File: src/rtl/cache_line_wr_sched.sv
// Line-write port scheduler: round-robin between I-side and D-side refills,
// plus a full 128-line invalidate sweep on flush request.
module cache_line_wr_sched #(
    parameter int LINES = 128,
    parameter int IDX_W = 7
) (
    input  logic              clk,
    input  logic              rst_n,
    input  logic              flush_req,
    output logic              flush_busy,
    output logic              flush_done,
    input  logic              req0_valid,
    input  logic [IDX_W-1:0]  req0_idx,
    output logic              req0_ready,
    input  logic              req1_valid,
    input  logic [IDX_W-1:0]  req1_idx,
    output logic              req1_ready,
    output logic              wr_en,
    output logic [IDX_W-1:0]  wr_idx,
    output logic [LINES-1:0]  wr_onehot,
    output logic [1:0]        wr_src,
    output logic              wr_clr
);

    typedef enum logic {IDLE, FLUSH} state_t;

    localparam logic [1:0]       SRC_P0   = 2'b00;
    localparam logic [1:0]       SRC_P1   = 2'b01;
    localparam logic [1:0]       SRC_FL   = 2'b10;
    localparam logic [IDX_W-1:0] LAST_IDX = IDX_W'(LINES - 1);

    state_t           state;
    logic [IDX_W-1:0] cnt;
    logic             last;
    logic             grant0;
    logic             grant1;

    function automatic logic [LINES-1:0] decode(input logic [IDX_W-1:0] idx);
        logic [LINES-1:0] vec;
        vec      = '0;
        vec[idx] = 1'b1;
        return vec;
    endfunction

    // A pending flush request blocks both ports for the cycle it is taken.
    always_comb begin
        grant0 = 1'b0;
        grant1 = 1'b0;
        if (state == IDLE && !flush_req) begin
            if (req0_valid && req1_valid) begin
                grant0 = last;
                grant1 = !last;
            end else begin
                grant0 = req0_valid;
                grant1 = req1_valid;
            end
        end
    end

    assign req0_ready = grant0;
    assign req1_ready = grant1;
    assign flush_busy = (state == FLUSH);

    always_ff @(posedge clk or negedge rst_n) begin
        if (!rst_n) begin
            state      <= IDLE;
            cnt        <= '0;
            last       <= 1'b1;
            wr_en      <= 1'b0;
            wr_idx     <= '0;
            wr_onehot  <= '0;
            wr_src     <= SRC_P0;
            wr_clr     <= 1'b0;
            flush_done <= 1'b0;
        end else begin
            wr_en      <= 1'b0;
            wr_onehot  <= '0;
            wr_clr     <= 1'b0;
            flush_done <= 1'b0;
            case (state)
                IDLE: begin
                    if (flush_req) begin
                        state <= FLUSH;
                        cnt   <= '0;
                    end else if (grant0) begin
                        wr_en     <= 1'b1;
                        wr_idx    <= req0_idx;
                        wr_onehot <= decode(req0_idx);
                        wr_src    <= SRC_P0;
                        last      <= 1'b0;
                    end else if (grant1) begin
                        wr_en     <= 1'b1;
                        wr_idx    <= req1_idx;
                        wr_onehot <= decode(req1_idx);
                        wr_src    <= SRC_P1;
                        last      <= 1'b1;
                    end
                end
                FLUSH: begin
                    wr_en     <= 1'b1;
                    wr_idx    <= cnt;
                    wr_onehot <= decode(cnt);
                    wr_src    <= SRC_FL;
                    wr_clr    <= 1'b1;
                    if (cnt == LAST_IDX) begin
                        state      <= IDLE;
                        cnt        <= '0;
                        flush_done <= 1'b1;
                    end else begin
                        cnt <= cnt + 1'b1;
                    end
                end
                default: state <= IDLE;
            endcase
        end
    end

endmodule

File: config.mk
export PLATFORM = sky130hd
export DESIGN_NAME = cache_line_wr_sched
export DESIGN_NICKNAME = d
export VERILOG_FILES = /design/src/rtl/cache_line_wr_sched.sv
export SDC_FILE = /design/constraint.sdc
export NUM_CORES = 1
export LEC_CHECK = 0
export ABC_AREA = 1
export CORE_ASPECT_RATIO = 0.5
export CORE_MARGIN = 3
export CORE_UTILIZATION = 53
export CTS_CLUSTER_SIZE = 16
export DETAILED_ROUTE_END_ITERATION = 6
export PLACE_DENSITY = 0.82
export SLEW_MARGIN = 25
export SYNTH_ARGS = -nofsm -noshare
export SYNTH_HDL_FRONTEND = slang
export SYNTH_SLANG_ARGS = --single-unit
File: constraint.sdc
create_clock -name clk -period 2 [get_ports clk]
set_clock_uncertainty 0.05 [all_clocks]
set_input_delay 0.4 -clock clk [delete_from_list [all_inputs] [get_ports clk]]
set_output_delay 0.4 -clock clk [all_outputs]
set_load 0.01 [all_outputs]
# Word level (Yosys, flattened, before mapping)
# Index checks and enable logic that the tools add are counted.
[classes]
addsub = 1
mul = 0
n_div = 0
magnitude_cmp = 6
eq_ne = 4
shift = 0
n_mux = 37
bitwise = 2
n_reduce_logical = 10
[ops]
columns = ["op", "n"]
rows = [
  ["$mux 128", 3],
  ["$pmux 128 s2", 1],
  ["$mux 7", 5],
  ["$pmux 7 s2", 2],
  ["$lt 7x8->1 const B", 3],
  ["$demux 1 s7", 3],
  ["$ge 7x1->1 const B", 3],
  ["$mux 1", 17],
  ["$add 7x1->7 const B", 1],
  ["$eq 7x7->1 const B", 1],
  ["$mux 2", 3],
  ["$logic_and 1x1->1", 5],
  ["$ne 2x2->1 const B", 2],
  ["$pmux 1 s2", 2],
  ["$pmux 2 s2", 1],
  ["$ne 3x3->1 const B", 1],
  ["$reduce_and 3->1", 1],
  ["$logic_not 1->1", 2],
  ["$not 1->1", 2],
  ["$reduce_and 2->1", 1],
  ["$reduce_bool 2->1", 1],
]
[word_totals]
ff_bits = 149
latchBits = 0
ram_bits = 0
romBits = 0
input_bits = 19
output_inout_bits = 143
memories = 0

# Longest topological paths before layout
# Gate-level depths: netlist of the first run.
[depth]
depth_word = 8
depth_mapped = 9
ltp_nobuf = 8

# Worst setup path after synthesis of the first run
# No wires, ideal clock.
[synth_timing]
kind = "reg2out"
startpoint = "reg state (netlist: flush_busy)"
endpoint = "out req0_ready"
t_arrival_ps = 1231
t_required_ps = 1550
path_slack_ps = 319
stages_incl_launch_ff = 7
cell_sequence = "dfrtp_1 buf_6 nor2_8 nand2_1 nor2_4 buf_6 buf_6"
[synth_between]
elab_chain_len = 3
[synth_lines]
columns = ["element", "line", "text"]
rows = [
  ["start, declared", "32", "state_t state;"],
  ["start signal, assigned", "66", "state <= IDLE;"],
  ["start signal, assigned", "83", "state <= FLUSH;"],
  ["start signal, assigned", "106", "state <= IDLE;"],
  ["$not 1->1 (no line)", "--", ""],
  ["$logic_and 1x1->1", "49", "if (state == IDLE && !flush_req) begin"],
  ["$mux 1", "49", ""],
  ["end, declared", "14", "output logic req0_ready,"],
]
# Every way passes these cells.

# Final worst setup path of the first run
[layout_timing]
startpoint = "reg wr_onehot[19]"
endpoint = "out wr_onehot[19]"
[layout_rtl]
columns = ["element", "line", "text"]
rows = [
  ["start, declared", "20", "output logic [LINES-1:0] wr_onehot,"],
  ["start signal, assigned", "88", "wr_onehot <= decode(req0_idx);"],
  ["start signal, assigned", "94", "wr_onehot <= decode(req1_idx);"],
  ["start signal, assigned", "102", "wr_onehot <= decode(cnt);"],
]
# No word-level cell between the ends.

==> flow_metrics.py, run 1 <==
metrics = {
    "logic_synthesis": {
        "synth_top_area_frac": 0.429,
        "synth_nets": 1352,
        "netlist_area_um2": 8630,
        "synth_area_leaders": "dfrtp_1 (43%), nand2_1 (32%), nand3_1 (8.9%)",
        "async_reset_ff_frac": 1.00,
        "synth_edf_count": 0,
        "synth_cell_types": 26,
        "synth.avg_cell_area_um2": 6.48,
        "ys_seq_elements": 149,
        "netlist_instances": 1332,
        "ys.flop_type": "dfrtp_1",
        "yosysTopAreaCell": "dfrtp_1",
        "ys_seq_area_frac": 0.432,
        "yosysWarnings": 0,
    },
    "power_and_ir_drop": {
        "fin_total_pwr_mw": 9.52,
        "powerDensity_nw_per_um2": 780,
        "p_leak_nw": 6.27,
        "vdd_drop_max_mv": 0.876,
    },
    "placed_design": {
        "dp_cells": 1806,
        "gp_congestion": 1.03,
        "port_buffers": 161,
        "dp_hpwl_um": 26200,
        "pre_cts_slack_ns": -0.320,
        "place_area_um2": 11700,
    },
    "clock_tree": {
        "cts-root-buf": "clkbuf_16",
        "clk_latency_ns": 0.43,
        "post_cts_buffers": 0,
        "cts_buffers": 17,
        "cts_sinks": 149,
        "cts_tree": "done",
        "clock_path_buffers": 2,
        "clk_pin_slew_worst_paths_ns": 0.06,
        "cts_htree_levels": 4,
    },
    "setup_path": {
        "path_max_fanout": 1,
        "crit_chain": "clkdlybuf4s50_1",
        "r2r_slack_ns": 0.13,
        "cp_data_arrival_time_ns": 1.49,
        "crit_type": "reg2out",
        "cp.required_ns": 1.55,
        "max_stage_delay_ns": 0.61,
        "end_kind": "primary output",
        "crit_slowest_cell": "clkdlybuf4s50_1",
        "crit_family": "buffers and inverters",
        "worstSetupStartpointType": "flip-flop",
        "cp_num_buf_inv": 1,
    },
    "drt": {
        "wl_per_cell_um": 20.6,
        "routed-via-count": 10822,
        "drtIter0Drc": 1916,
        "drc": 26,
        "drtPass1Iterations": 7,
        "wirelength_um": 37900,
        "ant_nets": 0,
        "vias_per_cell": 5.89,
    },
    "timing": {
        "max_clock_freq_mhz": 515,
        "worstMarginPinSlew_ns": 0.811,
        "final.setup.tns_ns": 0,
        "timing.final.ws_setup_ns": 0.0593,
        "drv_slew": 0,
        "period_minus_slack_ns": 1.94,
        "setup_viol": 0,
        "grt_setup_unrepaired": "false",
        "min_period_over_period": 0.970,
        "whs_ns": 0.444,
        "hold_viol": 0,
        "slew-limit-headroom": 0.457,
    },
    "grt": {
        "gr-max-usage-layer": "met2",
        "use_met1": 0.548,
        "grt.total_usage": 0.422,
        "grt_use_met2": 0.619,
        "use_met3": 0.178,
        "grt_max_degree": 56,
        "overflow": 0,
        "antenna_found_initial": 0,
        "grt_pass1_vias": 10138,
        "grt_pass1_wl_um": 57100,
    },
    "hold_path": {
        "min_path_type": "reg2reg",
    },
    "finish": {
        "final_area_um2": 12200,
        "drive_gt1_frac": 0.126,
        "layout.nets": 1625,
        "utilization": 0.780,
        "fill_cells": 1096,
        "n_antenna_cell": 0,
        "area_growth_pct": 41.4,
        "fin_cells": 1838,
    },
    "run_status": {
        "status": "complete, but fails checks",
        "failed_checks": "DRC",
    },
    "floorplan": {
        "core.rowCount": 32,
        "core_um2": 15700,
        "die_w_um": 186,
        "pin_count": 162,
        "die_h_um": 96.2,
        "start_util": 0.551,
        "die_area_um2": 17900,
    },
    "run": {
        "cap_violations": 0,
    },
}
## flip-flops by register name (all words and copies together) (netlist names)
signal	flops
wr_clr	1
cnt	7
last	1
wr_onehot	128
wr_src	2
wr_en	1
flush_busy	1
flush_done	1
wr_idx	7
## report_power, final
| part | internal, mW | total [mW] | switching (mW) |
|---|---|---|---|
| Clock | 1.70 | 3.03 | 1.34 |
| Combinational | 0.977 | 2.97 | 1.99 |
| Sequential | 3.29 | 3.52 | 0.234 |
| Total | 5.96 | 9.52 | 3.56 |
## layer usage
layer	vias to the layer above	part of all wire
met1	4926	0.38
li1	4702	-
met3	228	0.16
met2	966	0.40
met4	0	0.055
met5	-	0
## cell usage after synthesis, types with 2 or more instances
library cell / count
nand2_1: 740
nand3_1: 154
dfrtp_1: 148
nor2_1: 81
o21ai_0: 73
inv_1: 46
buf_2: 43
clkbuf_1: 15
buf_6: 5
clkinv_1: 4
nand4_1: 3
a21oi_1: 2
buf_4: 2
nor2_2: 2
nor3_1: 2
nor3_2: 2
## final timing paths
path,to,cells past startpoint,startpoint
max,wr_onehot[19],1,wr_onehot[19]$_DFF_PN0_
min,wr_src[1]$_DFFE_PN0P_,2,wr_src[1]$_DFFE_PN0P_
max reg2reg,wr_onehot[88]$_DFF_PN0_,9,last$_DFFE_PN1P_
min reg2reg,wr_src[1]$_DFFE_PN0P_,2,wr_src[1]$_DFFE_PN0P_
max in group asynchronous,wr_onehot[5]$_DFF_PN0_,3,rst_n
min in group asynchronous,wr_onehot[110]$_DFF_PN0_,2,rst_n
## kinds of logic (layout without fill, tap and decap cells)
kind of cell,Yosys count,after routing,share of synthesized area
AOI/OAI and AO/OA,78,78,0.0455
xor gates and xnor gates,1,1,0.00101
adders and majority gates,1,1,0.00145
buffers and inverters,116,401,0.0619
DFF,149,149,0.432
and+or+nand+nor,987,987,0.458
## cell usage in the layout (no fill, tap or decap), drive strengths merged, types with 4 or more instances in the layout
cell type / Yosys / final
clkbuf: 15 / 19
nor3: 4 / 4
dfrtp: 148 / 148
clkinvlp: 0 / 4
clkinv: 4 / 11
nand2: 740 / 740
o21ai: 74 / 74
nor2: 85 / 85
clkdlybuf4s50: 0 / 157
nand3: 155 / 155
buf: 50 / 159
inv: 47 / 48
## timing repair
| action | CTS | global route |
|---|---|---|
| resized for setup | 6 | 8 |
| endpoints found under the setup margin | 3 | 37 |
| endpoints found under the hold margin | 48 | 0 |
| hold buffers | 1 | 0 |
## final cells by class
type                            count  area (um^2)  share of cell area
Clock buffer                       18          429              0.0352
Multi-Input combinational cell   1067         4390               0.359
Sequential cell                   149         3730               0.306
Tap cell                          221          277              0.0227
Clock inverter                     13          111             0.00912
Inverter                           51          191              0.0157
Timing Repair Buffer              319         3080               0.252
No activity file was read; power rests on OpenSTA's default activity.
==> run 2, diff against run 1 <==
--- a/config.mk
+++ b/config.mk
@@ -7,7 +7,7 @@
 export LEC_CHECK = 0
 export ABC_AREA = 1
 export CORE_ASPECT_RATIO = 0.5
-export CORE_MARGIN = 3
+export CORE_MARGIN = 2
 export CORE_UTILIZATION = 53
 export CTS_CLUSTER_SIZE = 16
 export DETAILED_ROUTE_END_ITERATION = 6
==> run 2 against run 1 <==
The run now ends clean. Largest cell class unchanged. Critical path depth rose by 7. Sequential cell count did not move. Register-to-register slack got worse by 0.03 ns. Cell count fell by 1.3%. Global-route usage fell by 0.22 points. Final area fell by 2.0%. Via count fell by 2.7%. Die area fell by 3.1%. Worst hold slack improved by 0.00078 ns. Highest routed layer is now met5.
==> flow_metrics.py, run 2 (synthesized netlist as in run 1, its figures left out) <==
metrics = {
    "clock_tree": {
        "clock_path_buffers": 2,
        "clk_pin_slew_worst_paths_ns": 0.06,
        "cts-root-buf": "clkbuf_16",
        "clk_latency_ns": 0.43,
        "cts_sinks": 149,
        "cts_buffers": 17,
        "post_cts_buffers": 0,
        "cts_htree_levels": 4,
        "cts_tree": "done",
    },
    "hold_path": {
        "min_path_type": "reg2reg",
    },
    "floorplan": {
        "core_um2": 15700,
        "start_util": 0.551,
        "core.rowCount": 32,
        "die_h_um": 94.2,
        "die_area_um2": 17400,
        "pin_count": 162,
        "die_w_um": 184,
    },
    "finish": {
        "drive_gt1_frac": 0.111,
        "layout_commonest_cell": "nand2_1",
        "fin_cells": 1815,
        "layout.nets": 1600,
        "area_growth_pct": 38.6,
        "seqCellArea_um2": 3730,
        "mostFrequentLayoutCells": "nand2_1 (740), clkdlybuf4s50_1 (157), nand3_1 (154)",
        "regMostFlops": "wr_onehot",
        "largest_reg_flops": 128,
        "fill_cells": 1215,
        "multi_input_area_um2": 4380,
        "reg.largest.list": "wr_onehot (128), cnt (7), wr_idx (7)",
    },
    "setup_path": {
        "cp_data_arrival_time_ns": 2.26,
        "worstSetupStartpointType": "input port",
        "crit_family": "simple AND/OR/NAND/NOR gates",
        "max_stage_delay_ns": 0.81,
        "crit_slowest_cell": "nor2_1",
        "crit_top_cell": "nand2_1",
        "end_kind": "flip-flop",
        "path_max_fanout": 10,
        "cp_num_buf_inv": 2,
        "crit_type": "in2reg",
        "cp.required_ns": 2.31,
        "crit_chain": "clkdlybuf4s50_1 -> inv_1 -> nand2_1 -> nor2_1 -> nand2_1 -> nand2_1 -> nand3_1 -> nand2_1",
    },
    "drt": {
        "vias_per_cell": 5.80,
        "drtPass1Iterations": 6,
        "wl_per_cell_um": 19.4,
        "drc": 0,
        "wirelength_um": 35300,
        "routed-via-count": 10535,
        "drtIter0Drc": 1796,
        "ant_nets": 0,
    },
    "placed_design": {
        "dp_cells": 1781,
        "dp_hpwl_um": 25300,
        "port_buffers": 161,
        "gp_congestion": 1.04,
    },
    "grt": {
        "grt_pass1_vias": 9839,
        "grt_pass1_wl_um": 53600,
        "grt_max_degree": 62,
        "grt.total_usage": 0.420,
        "overflow": 0,
        "antenna_found_initial": 2,
    },
    "run_status": {
        "status": "complete, no violations",
    },
    "timing": {
        "slew-limit-headroom": 0.284,
        "whs_ns": 0.444,
        "period_minus_slack_ns": 1.95,
        "setup_viol": 0,
        "min_period_over_period": 0.977,
        "grt_setup_unrepaired": "false",
        "drv_slew": 0,
        "worstMarginPinSlew_ns": 1.07,
        "max_clock_freq_mhz": 512,
        "hold_viol": 0,
    },
    "run": {
        "cap_violations": 0,
    },
    "power_and_ir_drop": {
        "powerDensity_nw_per_um2": 785,
        "p_leak_nw": 6.15,
        "vdd_drop_max_mv": 0.855,
        "fin_total_pwr_mw": 9.40,
    },
}
## run 2: power by group
group          internal, mW  leakage, nW  switching, mW
clock                  1.73        0.271           1.34
combinational         0.936         3.85           1.87
sequential             3.29         2.03          0.234
total                  5.95         6.15           3.44
## run 2: final timing paths
check	slack, ns	end	cells past startpoint	start
worst min-delay path	0.44	wr_src[1]$_DFFE_PN0P_	2	wr_src[1]$_DFFE_PN0P_
max in group asynchronous	0.82	wr_onehot[107]$_DFF_PN0_	3	rst_n
worst min register to register	0.44	wr_src[1]$_DFFE_PN0P_	2	wr_src[1]$_DFFE_PN0P_
min in group asynchronous	0.46	wr_onehot[3]$_DFF_PN0_	2	rst_n
worst max-delay path	0.05	wr_onehot[81]$_DFF_PN0_	8	req1_idx[2]
worst max register to register	0.10	wr_onehot[90]$_DFF_PN0_	9	last$_DFFE_PN1P_
## run 2: worst min-delay path: stages, from the launching register on
cell,delay [ns]
dfrtp_1,0.35
nand2_1,0.06
nand2_1,0.05
## run 2: timing repair
action / CTS / global route
hold endpoints to repair: 46 / 0
setup endpoints to repair: 3 / 6
resized for setup: 5 / 4
pin swaps: 0 / 0
hold buffers: 1 / 0
cloned: 0 / 0
## run 2: layer usage
metal  GRT usage  up-vias  routed length (um)
met3       0.152      157                5780
li1            -     4655                   -
met1       0.575     4829               13700
met4       0.145        2                1200
met2       0.613      892               14600
met5           0        -                  10
## run 2: metrics by stage
step                TNS (ns)  utilization  setup WS, ns  cell area, um^2
floorplan                  0            -         0.319             8630
global placement      -18.52        0.728        -0.260            11400
detailed placement    -21.43        0.728        -0.276            11400
CTS                        0        0.764        0.0189            12000
global route               0        0.764       0.00613            12000
finish                     0        0.764        0.0464            12000
## run 2: final cells by class
class                           count  area share
Clock inverter                     13     0.00920
Sequential cell                   149       0.312
Inverter                           51      0.0160
Clock buffer                       18      0.0367
Multi-Input combinational cell   1067       0.366
Antenna cell                        2    0.000418
Timing Repair Buffer              294       0.237
Tap cell                          221      0.0231
==> run 3, diff against run 2 <==
--- a/config.mk
+++ b/config.mk
@@ -11,8 +11,10 @@
 export CORE_UTILIZATION = 53
 export CTS_CLUSTER_SIZE = 16
 export DETAILED_ROUTE_END_ITERATION = 6
-export PLACE_DENSITY = 0.82
+export MAX_ROUTING_LAYER = met4
+export PLACE_DENSITY = 0.81
 export SLEW_MARGIN = 25
 export SYNTH_ARGS = -nofsm -noshare
 export SYNTH_HDL_FRONTEND = slang
 export SYNTH_SLANG_ARGS = --single-unit
+export TNS_END_PERCENT = 50
==> run 3 against run 2 <==
Highest routed layer is now met4. The run now ends with DRC left. Cell count rose by 0.72%. Setup slack got worse by 0.045 ns. Non-clock buffer count rose by 14. Sequential share of layout area fell by 0.25 points. Final area rose by 0.79%.
==> flow_metrics.py, run 3 (synthesized netlist as in run 1, its figures left out) <==
metrics = {
    "timing": {
        "min_period_over_period": 0.999,
        "period_minus_slack_ns": 2.00,
        "final.setup.tns_ns": 0,
        "slew-limit-headroom": 0.220,
        "hold_viol": 0,
        "drv_slew": 0,
        "timing.final.ws_setup_ns": 0.00145,
        "worstMarginPinSlew_ns": 1.17,
        "setup_viol": 0,
        "grt_setup_unrepaired": "true",
        "max_clock_freq_mhz": 500,
    },
    "placed_design": {
        "dp_cells": 1795,
        "dp_hpwl_um": 25600,
        "port_buffers": 161,
        "gp_congestion": 1.09,
        "pre_cts_slack_ns": -0.300,
    },
    "clock_tree": {
        "cts_tree": "done",
        "clock_path_buffers": 2,
        "cts-root-buf": "clkbuf_16",
        "cts_htree_levels": 4,
        "cts_sinks": 149,
        "clk_pin_slew_worst_paths_ns": 0.06,
        "post_cts_buffers": 0,
        "cts_buffers": 17,
        "clk_latency_ns": 0.43,
    },
    "setup_path": {
        "crit_chain": "clkdlybuf4s50_1 -> nand2_1 -> nor2_1 -> nand2_1 -> nand2_1 -> nand3_1 -> nand2_1",
        "end_kind": "flip-flop",
        "crit_family": "simple AND/OR/NAND/NOR gates",
        "r2r-start": "last$_DFFE_PN1P_",
        "crit_start": "req0_idx[6]",
        "max_stage_delay_ns": 0.76,
        "worstSetupStartpointType": "input port",
        "cp_num_buf_inv": 1,
        "crit_type": "in2reg",
        "cp_data_arrival_time_ns": 2.33,
        "path_max_fanout": 8,
        "cp.required_ns": 2.33,
        "crit_slowest_cell": "nor2_1",
        "crit_top_cell": "nand2_1",
    },
    "finish": {
        "largest_reg_flops": 128,
        "reg.largest.list": "wr_onehot (128), cnt (7), wr_idx (7)",
        "drive_gt1_frac": 0.119,
        "fill_cells": 1168,
        "mostFrequentLayoutCells": "nand2_1 (740), clkdlybuf4s50_1 (157), nand3_1 (154)",
        "regMostFlops": "wr_onehot",
        "n_antenna_cell": 0,
        "layout_commonest_cell": "nand2_1",
        "area_growth_pct": 39.7,
        "layout.nets": 1614,
        "fin_cells": 1828,
    },
    "grt": {
        "antenna_found_initial": 0,
        "grt.total_usage": 0.432,
        "overflow": 0,
        "grt_max_degree": 65,
        "grt_pass1_vias": 9954,
        "grt_pass1_wl_um": 53900,
    },
    "drt": {
        "wl_per_cell_um": 19.5,
        "drtPass1Iterations": 7,
        "wirelength_um": 35700,
        "drtIter0Drc": 1707,
        "drc": 1,
        "routed-via-count": 10531,
        "vias_per_cell": 5.76,
        "ant_nets": 0,
    },
    "power_and_ir_drop": {
        "p_leak_nw": 6.20,
        "powerDensity_nw_per_um2": 777,
        "fin_total_pwr_mw": 9.37,
        "vdd_drop_max_mv": 0.777,
    },
    "floorplan": {
        "pin_count": 162,
        "die_h_um": 94.2,
        "die_area_um2": 17400,
        "die_w_um": 184,
        "core_um2": 15700,
        "start_util": 0.551,
        "core.rowCount": 32,
    },
    "hold_path": {
        "min_path_type": "in2async",
    },
    "run": {
        "cap_violations": 0,
    },
    "run_status": {
        "failed_checks": "DRC",
        "status": "complete, but fails checks",
    },
}
-- run 3: changes by cell type in the layout (fill, tap and decap cells not counted), sizes merged --
cell	previous run	this run
clkdlybuf4s15	1	0
clkinvlp	2	5
clkinv	13	10
buf	133	147
bufinv	1	0
diode	2	0
clkbuf	19	22
-- run 3: area by class of cell --
type | instances | area [um^2] | area share
timing repair buffer | 308 | 2950 | 0.244
sequential | 149 | 3730 | 0.309
multi-input combinational | 1067 | 4380 | 0.363
tap | 221 | 277 | 0.0229
clock buffer | 20 | 457 | 0.0379
inverter | 51 | 191 | 0.0159
clock inverter | 12 | 80.1 | 0.00664
-- run 3: what timing repair did --
item	in CTS	in global routing
setup endpoints to repair	3	9
hold buffers	1	0
resized for setup	6	4
endpoints found under the hold margin	34	0
-- run 3: through the flow --
stage / cell area (um^2) / hold slack, ns / util
final: 12100 / 0.395 / 0.771
after global routing: 12100 / 0.425 / 0.771
after CTS: 12100 / 0.393 / 0.771
after detailed placement: 11500 / 0.282 / 0.736
after global placement: 11500 / 0.266 / 0.736
after floorplan: 8630 / 0.0544 / -
-- run 3: final timing paths --
path                                            endpoint  slack [ns]  cells after the start
worst min register to register     wr_src[1]$_DFFE_PN0P_        0.44                      2
max in group asynchronous       wr_onehot[107]$_DFF_PN0_        0.88                      3
worst min-delay path               wr_src[0]$_DFFE_PN0P_        0.39                      2
worst max register to register  wr_onehot[122]$_DFF_PN0_        0.18                     10
worst max-delay path             wr_onehot[76]$_DFF_PN0_       0.001                      7
min in group clk                   wr_src[1]$_DFFE_PN0P_        0.44                      2
-- run 3: metal layers --
| metal | vias up | wire, um | GRT usage |
|---|---|---|---|
| li1 | 4681 | - | - |
| met1 | 4811 | 13800 | 0.563 |
| met2 | 882 | 14800 | 0.608 |
| met3 | 157 | 5910 | 0.162 |
| met4 | 0 | 1260 | 0.168 |
| met5 | - | 0 | - |
-- run 3: worst reg2reg max path, stage by stage, from the launching register on --
cell and delay, ns:
dfstp_2 0.54, inv_1 0.06, nand2_1 0.07, inv_1 0.07, nor2_4 0.13, buf_4 0.15, buf_12 0.18, buf_12 0.22
nand2_1 0.09, nand3_1 0.08, nand2_1 0.07
-- run 3: where the power goes --
part           switching, mW  internal (mW)  leakage [nW]  total, mW
clock network           1.35           1.64         0.254       3.00
logic                   1.89          0.957          3.91       2.84
registers              0.246           3.29          2.03       3.54
total                   3.49           5.89          6.20       9.37
